File: config.mk
export PLATFORM = sky130hd
export DESIGN_NAME = conv_tile_sequencer_flat
export DESIGN_NICKNAME = d
export VERILOG_FILES = /design/src/rtl/conv_pkg.sv /design/src/rtl/conv_tile_sequencer_if.sv /design/src/rtl/conv_result_serializer.sv /design/src/rtl/conv_tile_sequencer.sv /design/src/flat_wrapper.sv
export SDC_FILE = /design/constraint.sdc
export NUM_CORES = 1
export LEC_CHECK = 0
export ABC_AREA = 1
export CAP_MARGIN = 20
export CORE_AREA = 2 2 148 150
export CTS_CLUSTER_SIZE = 14
export DETAILED_ROUTE_END_ITERATION = 12
export DIE_AREA = 0 0 150 152
export HOLD_SLACK_MARGIN = 0.06
export PLACE_DENSITY = 0.86
export SLEW_MARGIN = 20
export SYNTH_ARGS = -nofsm -noshare
export SYNTH_HDL_FRONTEND = slang
export SYNTH_SLANG_ARGS = --single-unit
File: constraint.sdc
create_clock -name clk -period 2.4 [get_ports clk]
set_clock_uncertainty 0.1 [all_clocks]
set_input_delay 0.48 -clock clk [delete_from_list [all_inputs] [get_ports clk]]
set_output_delay 0.48 -clock clk [all_outputs]
set_load 0.01 [all_outputs]
File: src/rtl/conv_pkg.sv
// Shared types and sizes for the convolution tile sequencer slice.
package conv_pkg;

  localparam int DEF_DATA_W = 8;
  localparam int MAT_ELEMS  = 16;
  localparam int KER_ELEMS  = 9;
  localparam int OUT_ELEMS  = 4;
  localparam int LOAD_ELEMS = MAT_ELEMS + KER_ELEMS;

  typedef enum logic [1:0] {
    LOAD  = 2'd0,
    KICK  = 2'd1,
    WAIT  = 2'd2,
    DRAIN = 2'd3
  } seq_state_t;

endpackage

File: src/rtl/conv_tile_sequencer_if.sv
// Host-side byte streams of the tile sequencer: input bytes in, result bytes out.
// Handshake: a byte moves on a rising edge where valid && ready; valid never waits on ready, and data holds while valid && !ready.
interface conv_tile_sequencer_if
  import conv_pkg::*;
#(
  parameter int DATA_W = DEF_DATA_W
);

  logic              in_valid;
  logic              in_ready;
  logic [DATA_W-1:0] in_data;
  logic              res_valid;
  logic              res_ready;
  logic [DATA_W-1:0] res_data;
  logic              res_last;

  modport master (
    output in_valid, in_data, res_ready,
    input  in_ready, res_valid, res_data, res_last
  );

  modport slave (
    input  in_valid, in_data, res_ready,
    output in_ready, res_valid, res_data, res_last
  );

endinterface

File: src/rtl/conv_result_serializer.sv
// Holds the four captured PE results and streams them out as 11, 12, 21, 22 while drain is high.
module conv_result_serializer
  import conv_pkg::*;
#(
  parameter int DATA_W = DEF_DATA_W
) (
  input  logic                        clk,
  input  logic                        rst,
  input  logic                        capture,
  input  logic [OUT_ELEMS*DATA_W-1:0] capture_data,
  input  logic                        drain,
  input  logic                        res_ready,
  output logic                        res_valid,
  output logic [DATA_W-1:0]           res_data,
  output logic                        res_last,
  output logic                        drain_done
);

  localparam int IDX_W = $clog2(OUT_ELEMS);
  localparam logic [IDX_W-1:0] IDX_LAST = IDX_W'(OUT_ELEMS - 1);

  logic [DATA_W-1:0] res_q [OUT_ELEMS];
  logic [IDX_W-1:0]  idx_q;

  always_ff @(posedge clk or negedge rst) begin
    if (!rst) begin
      for (int i = 0; i < OUT_ELEMS; i++) res_q[i] <= '0;
      idx_q <= '0;
    end else begin
      if (capture) begin
        for (int i = 0; i < OUT_ELEMS; i++) res_q[i] <= capture_data[i*DATA_W +: DATA_W];
        idx_q <= '0;
      end else if (drain && res_ready) begin
        // wraps to 0 after the last element, ready for the next tile
        idx_q <= idx_q + 1'b1;
      end
    end
  end

  assign res_valid  = drain;
  assign res_data   = drain ? res_q[idx_q] : '0;
  assign res_last   = drain && (idx_q == IDX_LAST);
  assign drain_done = drain && res_ready && (idx_q == IDX_LAST);

endmodule

File: src/rtl/conv_tile_sequencer.sv
// Loads a 4x4 tile and 3x3 kernel from a byte stream, restarts the PE, waits for done and streams the 2x2 result.
// Optional watchdog on the PE done wait: define CONV_SEQ_WATCHDOG_EN.
module conv_tile_sequencer
  import conv_pkg::*;
#(
  parameter int DATA_W      = DEF_DATA_W,
  parameter int KICK_CYC    = 2,
  parameter int TIMEOUT_CYC = 256
) (
  input  logic                        clk,
  input  logic                        rst,
  conv_tile_sequencer_if.slave        bus,
  output logic                        busy,
  output logic [MAT_ELEMS*DATA_W-1:0] pe_mat,
  output logic [KER_ELEMS*DATA_W-1:0] pe_kernel,
  output logic                        pe_rst,
  input  logic                        pe_done,
  input  logic [OUT_ELEMS*DATA_W-1:0] pe_conv,
  output logic                        err,
  output seq_state_t                  dbg_state
);

  localparam int WAIT_W = $clog2(TIMEOUT_CYC + 1);
  localparam logic [4:0]        LAST_BYTE = 5'(LOAD_ELEMS - 1);
  localparam logic [3:0]        KICK_LAST = 4'(KICK_CYC - 1);
  localparam logic [WAIT_W-1:0] WAIT_SAT  = WAIT_W'(TIMEOUT_CYC);

  seq_state_t                  state_q, state_d;
  logic [4:0]                  load_cnt;
  logic [3:0]                  kick_cnt;
  logic [WAIT_W-1:0]           wait_cnt;
  logic                        accept;
  logic                        capture;
  logic                        timeout;
  logic                        draining;
  logic                        drain_done;
  logic                        wait_armed;
  logic [OUT_ELEMS*DATA_W-1:0] capture_data;

  // A done seen in the very first WAIT cycle may be left over from the previous run.
  assign wait_armed = (wait_cnt != '0);

  always_ff @(posedge clk or negedge rst) begin
    if (!rst) state_q <= LOAD;
    else      state_q <= state_d;
  end

  always_comb begin
    state_d      = state_q;
    bus.in_ready = 1'b0;
    pe_rst       = 1'b0;
    accept       = 1'b0;
    capture      = 1'b0;
    timeout      = 1'b0;
    case (state_q)
      LOAD: begin
        bus.in_ready = rst;
        pe_rst       = 1'b1;
        accept       = bus.in_valid && rst;
        if (accept && (load_cnt == LAST_BYTE)) state_d = KICK;
      end
      KICK: begin
        pe_rst = 1'b1;
        if (kick_cnt == KICK_LAST) state_d = WAIT;
      end
      WAIT: begin
        if (pe_done && wait_armed) begin
          capture = 1'b1;
          state_d = DRAIN;
        end
`ifdef CONV_SEQ_WATCHDOG_EN
        else if (wait_cnt == WAIT_W'(TIMEOUT_CYC - 1)) begin
          timeout = 1'b1;
          capture = 1'b1;
          state_d = DRAIN;
        end
`endif
      end
      DRAIN: begin
        if (drain_done) state_d = LOAD;
      end
      default: state_d = LOAD;
    endcase
  end

  always_ff @(posedge clk or negedge rst) begin
    if (!rst) begin
      load_cnt  <= '0;
      kick_cnt  <= '0;
      wait_cnt  <= '0;
      pe_mat    <= '0;
      pe_kernel <= '0;
    end else begin
      if (accept) begin
        load_cnt <= (load_cnt == LAST_BYTE) ? 5'd0 : load_cnt + 5'd1;
        for (int i = 0; i < MAT_ELEMS; i++)
          if (load_cnt == 5'(i)) pe_mat[i*DATA_W +: DATA_W] <= bus.in_data;
        for (int j = 0; j < KER_ELEMS; j++)
          if (load_cnt == 5'(MAT_ELEMS + j)) pe_kernel[j*DATA_W +: DATA_W] <= bus.in_data;
      end
      kick_cnt <= (state_q == KICK) ? kick_cnt + 4'd1 : 4'd0;
      if (state_q != WAIT)         wait_cnt <= '0;
      else if (wait_cnt != WAIT_SAT) wait_cnt <= wait_cnt + 1'b1;
    end
  end

`ifdef CONV_SEQ_WATCHDOG_EN
  always_ff @(posedge clk or negedge rst) begin
    if (!rst)         err <= 1'b0;
    else if (timeout) err <= 1'b1;
  end
`else
  assign err = 1'b0;
`endif

  // A watchdog expiry still emits a full four-byte frame, filled with zeros.
  assign capture_data = timeout ? '0 : pe_conv;
  assign draining     = (state_q == DRAIN);
  assign busy         = (state_q != LOAD) || (load_cnt != 5'd0);
  assign dbg_state    = state_q;

  conv_result_serializer #(
    .DATA_W (DATA_W)
  ) u_serializer (
    .clk          (clk),
    .rst          (rst),
    .capture      (capture),
    .capture_data (capture_data),
    .drain        (draining),
    .res_ready    (bus.res_ready),
    .res_valid    (bus.res_valid),
    .res_data     (bus.res_data),
    .res_last     (bus.res_last),
    .drain_done   (drain_done)
  );

endmodule

File: src/flat_wrapper.sv
// flat-port wrapper written by rule: the top's interface ports become plain ports
module conv_tile_sequencer_flat import conv_pkg::*;
#(
  parameter int DATA_W      = DEF_DATA_W,
  parameter int KICK_CYC    = 2,
  parameter int TIMEOUT_CYC = 256
)
  (clk, rst, busy, pe_mat, pe_kernel, pe_rst, pe_done, pe_conv, err, dbg_state, bus_in_valid, bus_in_data, bus_res_ready, bus_in_ready, bus_res_valid, bus_res_data, bus_res_last);
  conv_tile_sequencer_if #(.DATA_W(DATA_W)) bus_i ();
  input  logic clk;
  input  logic rst;
  output logic busy;
  output logic [MAT_ELEMS*DATA_W-1:0] pe_mat;
  output logic [KER_ELEMS*DATA_W-1:0] pe_kernel;
  output logic pe_rst;
  input  logic pe_done;
  input  logic [OUT_ELEMS*DATA_W-1:0] pe_conv;
  output logic err;
  output seq_state_t dbg_state;
  input wire logic [$bits(bus_i.in_valid)-1:0] bus_in_valid;
  input wire logic [$bits(bus_i.in_data)-1:0] bus_in_data;
  input wire logic [$bits(bus_i.res_ready)-1:0] bus_res_ready;
  output wire logic [$bits(bus_i.in_ready)-1:0] bus_in_ready;
  output wire logic [$bits(bus_i.res_valid)-1:0] bus_res_valid;
  output wire logic [$bits(bus_i.res_data)-1:0] bus_res_data;
  output wire logic [$bits(bus_i.res_last)-1:0] bus_res_last;
  assign bus_i.in_valid = bus_in_valid;
  assign bus_i.in_data = bus_in_data;
  assign bus_i.res_ready = bus_res_ready;
  assign bus_in_ready = bus_i.in_ready;
  assign bus_res_valid = bus_i.res_valid;
  assign bus_res_data = bus_i.res_data;
  assign bus_res_last = bus_i.res_last;
  conv_tile_sequencer #(.DATA_W(DATA_W), .KICK_CYC(KICK_CYC), .TIMEOUT_CYC(TIMEOUT_CYC)) u_core (.clk(clk), .rst(rst), .bus(bus_i), .busy(busy), .pe_mat(pe_mat), .pe_kernel(pe_kernel), .pe_rst(pe_rst), .pe_done(pe_done), .pe_conv(pe_conv), .err(err), .dbg_state(dbg_state));
endmodule
==> impl_metrics.csv <==
group,metric,value,unit
floorplanning,die_x,150,um
run,cap_violations,0,
clock_network,root_buffer,"clkbuf_16",
power_and_ir_drop,power,17600,uW
worst_setup_path,path_cells,"buf_4 > buf_4 > ha_1 > nand2_1 > inv_1 > dlygate4sd2_1",
worst_setup_path,cpMaxStageDelayCell,"dfrtp_2",
finish,area_growth,39.8,%
floorplanning,die_h,152,um
worst_setup_path,cp.buffers_inverters,4,
routing,vias_per_cell,5.20,
hold_path,hp-class,"in2async",
routing,routed_wl,29.5,mm
timing,hold_viol,0,
synthesis,ys_warn_count,0,
synthesis,synth_seq_cells,254,
worst_setup_path,slowest_delay,0.44,ns
worst_setup_path,crit_fanout,6,
timing,post-route-period-util,0.997,
timing,setup_viol,0,
worst_setup_path,critical_path_class,"reg2out",
clock_network,cts_tree,"done",
timing,period_needed,2.39,ns
synthesis,synth.top_cell.area_share,0.624,
synthesis,synth_largest_area_cell,"dfrtp_1",
timing,max_freq,418,MHz
global_routing,grt_pass1_wl,46.9,mm
global_routing,grt_max_degree,142,
floorplanning,design.die.area,22800,um^2
power_and_ir_drop,p_leak,0.00666,uW
clock_network,clk_pin_slew,0.06,ns
place,hpwl,19.4,mm
floorplanning,coreArea,21400,um^2
place,gp_congestion,0.842,
routing,drtIter0Drc,526,
worst_setup_path,crit_family,"buffers and inverters",
synthesis,postSynthCellCount,1062,
synthesis,synth_area,10200,um^2
finish,diodes,0,
global_routing,first_global_vias,8538,
status,status,"finished, final reports clean",
synthesis,synth_common_cells,"nand2_1 (259), dfrtp_1 (254), o21ai_0 (171)",
clock_network,clk_latency,0.52,ns
timing,rsz0062_at_grt,"yes",
clock_network,cts.sinks,254,
synthesis,avgSynthCellArea,9.59,um^2
global_routing,antenna_found_initial,0,
finish,final_util,0.667,
floorplanning,ioPinCount,261,
floorplanning,start_util,0.477,
timing,report.final.slew_viol_count,0,
clock_network,cts_buffers,27,
synthesis,ys_seq_area_frac,0.624,
finish,fill_cells,1619,
synthesis,synth_cell_types,32,
floorplanning,num_rows,54,
global_routing,globalRouteOverflowTotal,0,
finish,drive_above_1_share,0.118,
place,placed_cell_area,13200,um^2
power_and_ir_drop,p_per_area,1230,nW/um^2
finish,final_area,14200,um^2
global_routing,grt_use_total,0.260,
synthesis,synth_nets,1121,
synthesis,ys_async_sr_fraction,1.00,
timing,tightest_slew,0.749,ns
routing,routedWlPerCell,17.9,um
worst_setup_path,worst_path_most_repeated_cell,"buf_4",
clock_network,clock_path_buffers,3,
power_and_ir_drop,ir_drop,0.915,mV
worst_setup_path,critPathCaptureType,"primary output",
routing,drc,0,
routing,num_vias,8549,
worst_setup_path,worst_ep_required_time,1.82,ns
synthesis,synth.area.top_cells,"dfrtp_1 (62%), nand2_1 (9.5%), o21ai_0 (8.4%)",
worst_setup_path,worstSetupStartpointType,"flop",
worst_setup_path,critPathArrivalTime,1.81,ns
synthesis,synth_edf_count,0,
routing,drtPass1Iterations,5,
synthesis,yosysMostFrequentCell,"nand2_1",
finish,finalNetCount,1404,
place,portBuffers,259,
synthesis,ys.flop_type,"dfrtp_1",
timing,slew_headroom,0.501,
routing,ant_nets,0,
clock_network,cts_max_level,1,
## sequential cells by signal, indices dropped and copies added (netlist names)
signal,cells
u_core.pe_kernel,72
u_core.dbg_state,2
u_core.u_serializer.res_q,32
u_core.load_cnt,5
u_core.u_serializer.idx_q,2
u_core.kick_cnt,4
u_core.pe_mat,128
u_core.wait_cnt,9
## power by group
part	total (uW)	switching, uW	internal [uW]
registers	6730	949	5790
clock network	4100	1650	2450
logic	6710	3330	3390
total	17600	5930	11600
## worst paths after layout
path | start | to | slack (ns) | depth (start not counted)
setup / recovery | u_core.u_serializer.idx_q[1]$_DFFE_PN0P_ | bus_res_last | 0.007 | 6
hold / removal | rst | u_core.pe_mat[4]$_DFFE_PN0P_ | 0.24 | 2
setup reg to reg | u_core.load_cnt[1]$_DFFE_PN0P_ | u_core.pe_mat[122]$_DFFE_PN0P_ | 0.33 | 9
hold reg to reg | u_core.u_serializer.res_q[16]$_DFFE_PN0P_ | u_core.u_serializer.res_q[16]$_DFFE_PN0P_ | 0.38 | 2
max in group asynchronous | rst | u_core.load_cnt[3]$_DFFE_PN0P_ | 1.01 | 3
min in group clk | u_core.u_serializer.res_q[16]$_DFFE_PN0P_ | u_core.u_serializer.res_q[16]$_DFFE_PN0P_ | 0.38 | 2
## area by class of cell
cell class / instances / area [um^2] / area share
clock buffers: 40 / 815 / 0.0572
clock inverters: 9 / 80.1 / 0.00562
inverters: 88 / 339 / 0.0238
multi-input cells: 665 / 3290 / 0.231
flip-flops and latches: 254 / 6360 / 0.446
well taps: 280 / 350 / 0.0246
repair buffers: 309 / 3010 / 0.212
## cells by family (layout without fill, tap and decap cells)
kind of cell / Yosys count / after routing / synth area share
AND/OR/NAND/NOR: 371 / 371 / 0.160
AO/OA/AOI/OAI: 274 / 274 / 0.135
flip-flops: 254 / 254 / 0.624
buffers and inverters: 143 / 446 / 0.0592
adder cells (fa/ha/maj): 14 / 14 / 0.0172
XOR/XNOR: 4 / 4 / 0.00344
other: 1 / 1 / 0.000368
multiplexers: 1 / 1 / 0.00111
## cells in the final DEF (no fill, tap or decap), types with 3 or more instances in the layout
cell type,Yosys,routed
nor2_1,63,59
inv_2,7,14
dlygate4sd2_1,0,3
o21ai_1,71,74
nand3_1,15,14
nand2_2,5,5
a21oi_1,31,30
nand4_1,3,3
buf_4,1,40
inv_1,79,71
ha_1,14,11
nor3_1,5,5
nor2_2,4,6
clkdlybuf4s50_1,0,245
clkbuf_8,0,9
buf_2,16,7
nor2_8,4,4
xor2_1,3,3
nand3_2,2,3
o21ai_0,171,166
buf_12,0,6
dfrtp_1,254,252
nor2_4,4,6
clkbuf_1,33,4
buf_6,5,3
nand2_1,259,259
clkbuf_16,0,27
clkinv_2,0,5
## per-layer routing
layer,up-vias,wire [um],track usage
li1,3982,-,-
met1,4123,11800,0.344
met2,381,13700,0.414
met3,63,3020,0.0769
met4,0,941,0.0840
met5,-,0,0
## metrics by stage
step	cells	setup TNS, ns	hold WS (ns)	worst slack, ns
after floorplan	1062	0	0.0844	0.495
after global placement	1581	0	0.183	0.118
after detailed placement	1581	0	0.181	0.0957
after CTS	1642	-0.0134	0.233	-0.0134
after global routing	1645	-0.143	0.246	-0.0660
final	1645	0	0.244	0.00678
## what timing repair did
action | 4_1_cts | 5_1_grt
resized for setup | 53 | 18
pin swaps | 4 | 6
hold buffers | 1 | 0
buffers inserted | 11 | 3
hold endpoints to repair | 113 | 0
gates cloned | 0 | 0
endpoints found under the setup margin | 13 | 9
No activity file was read; power rests on OpenSTA's default activity.
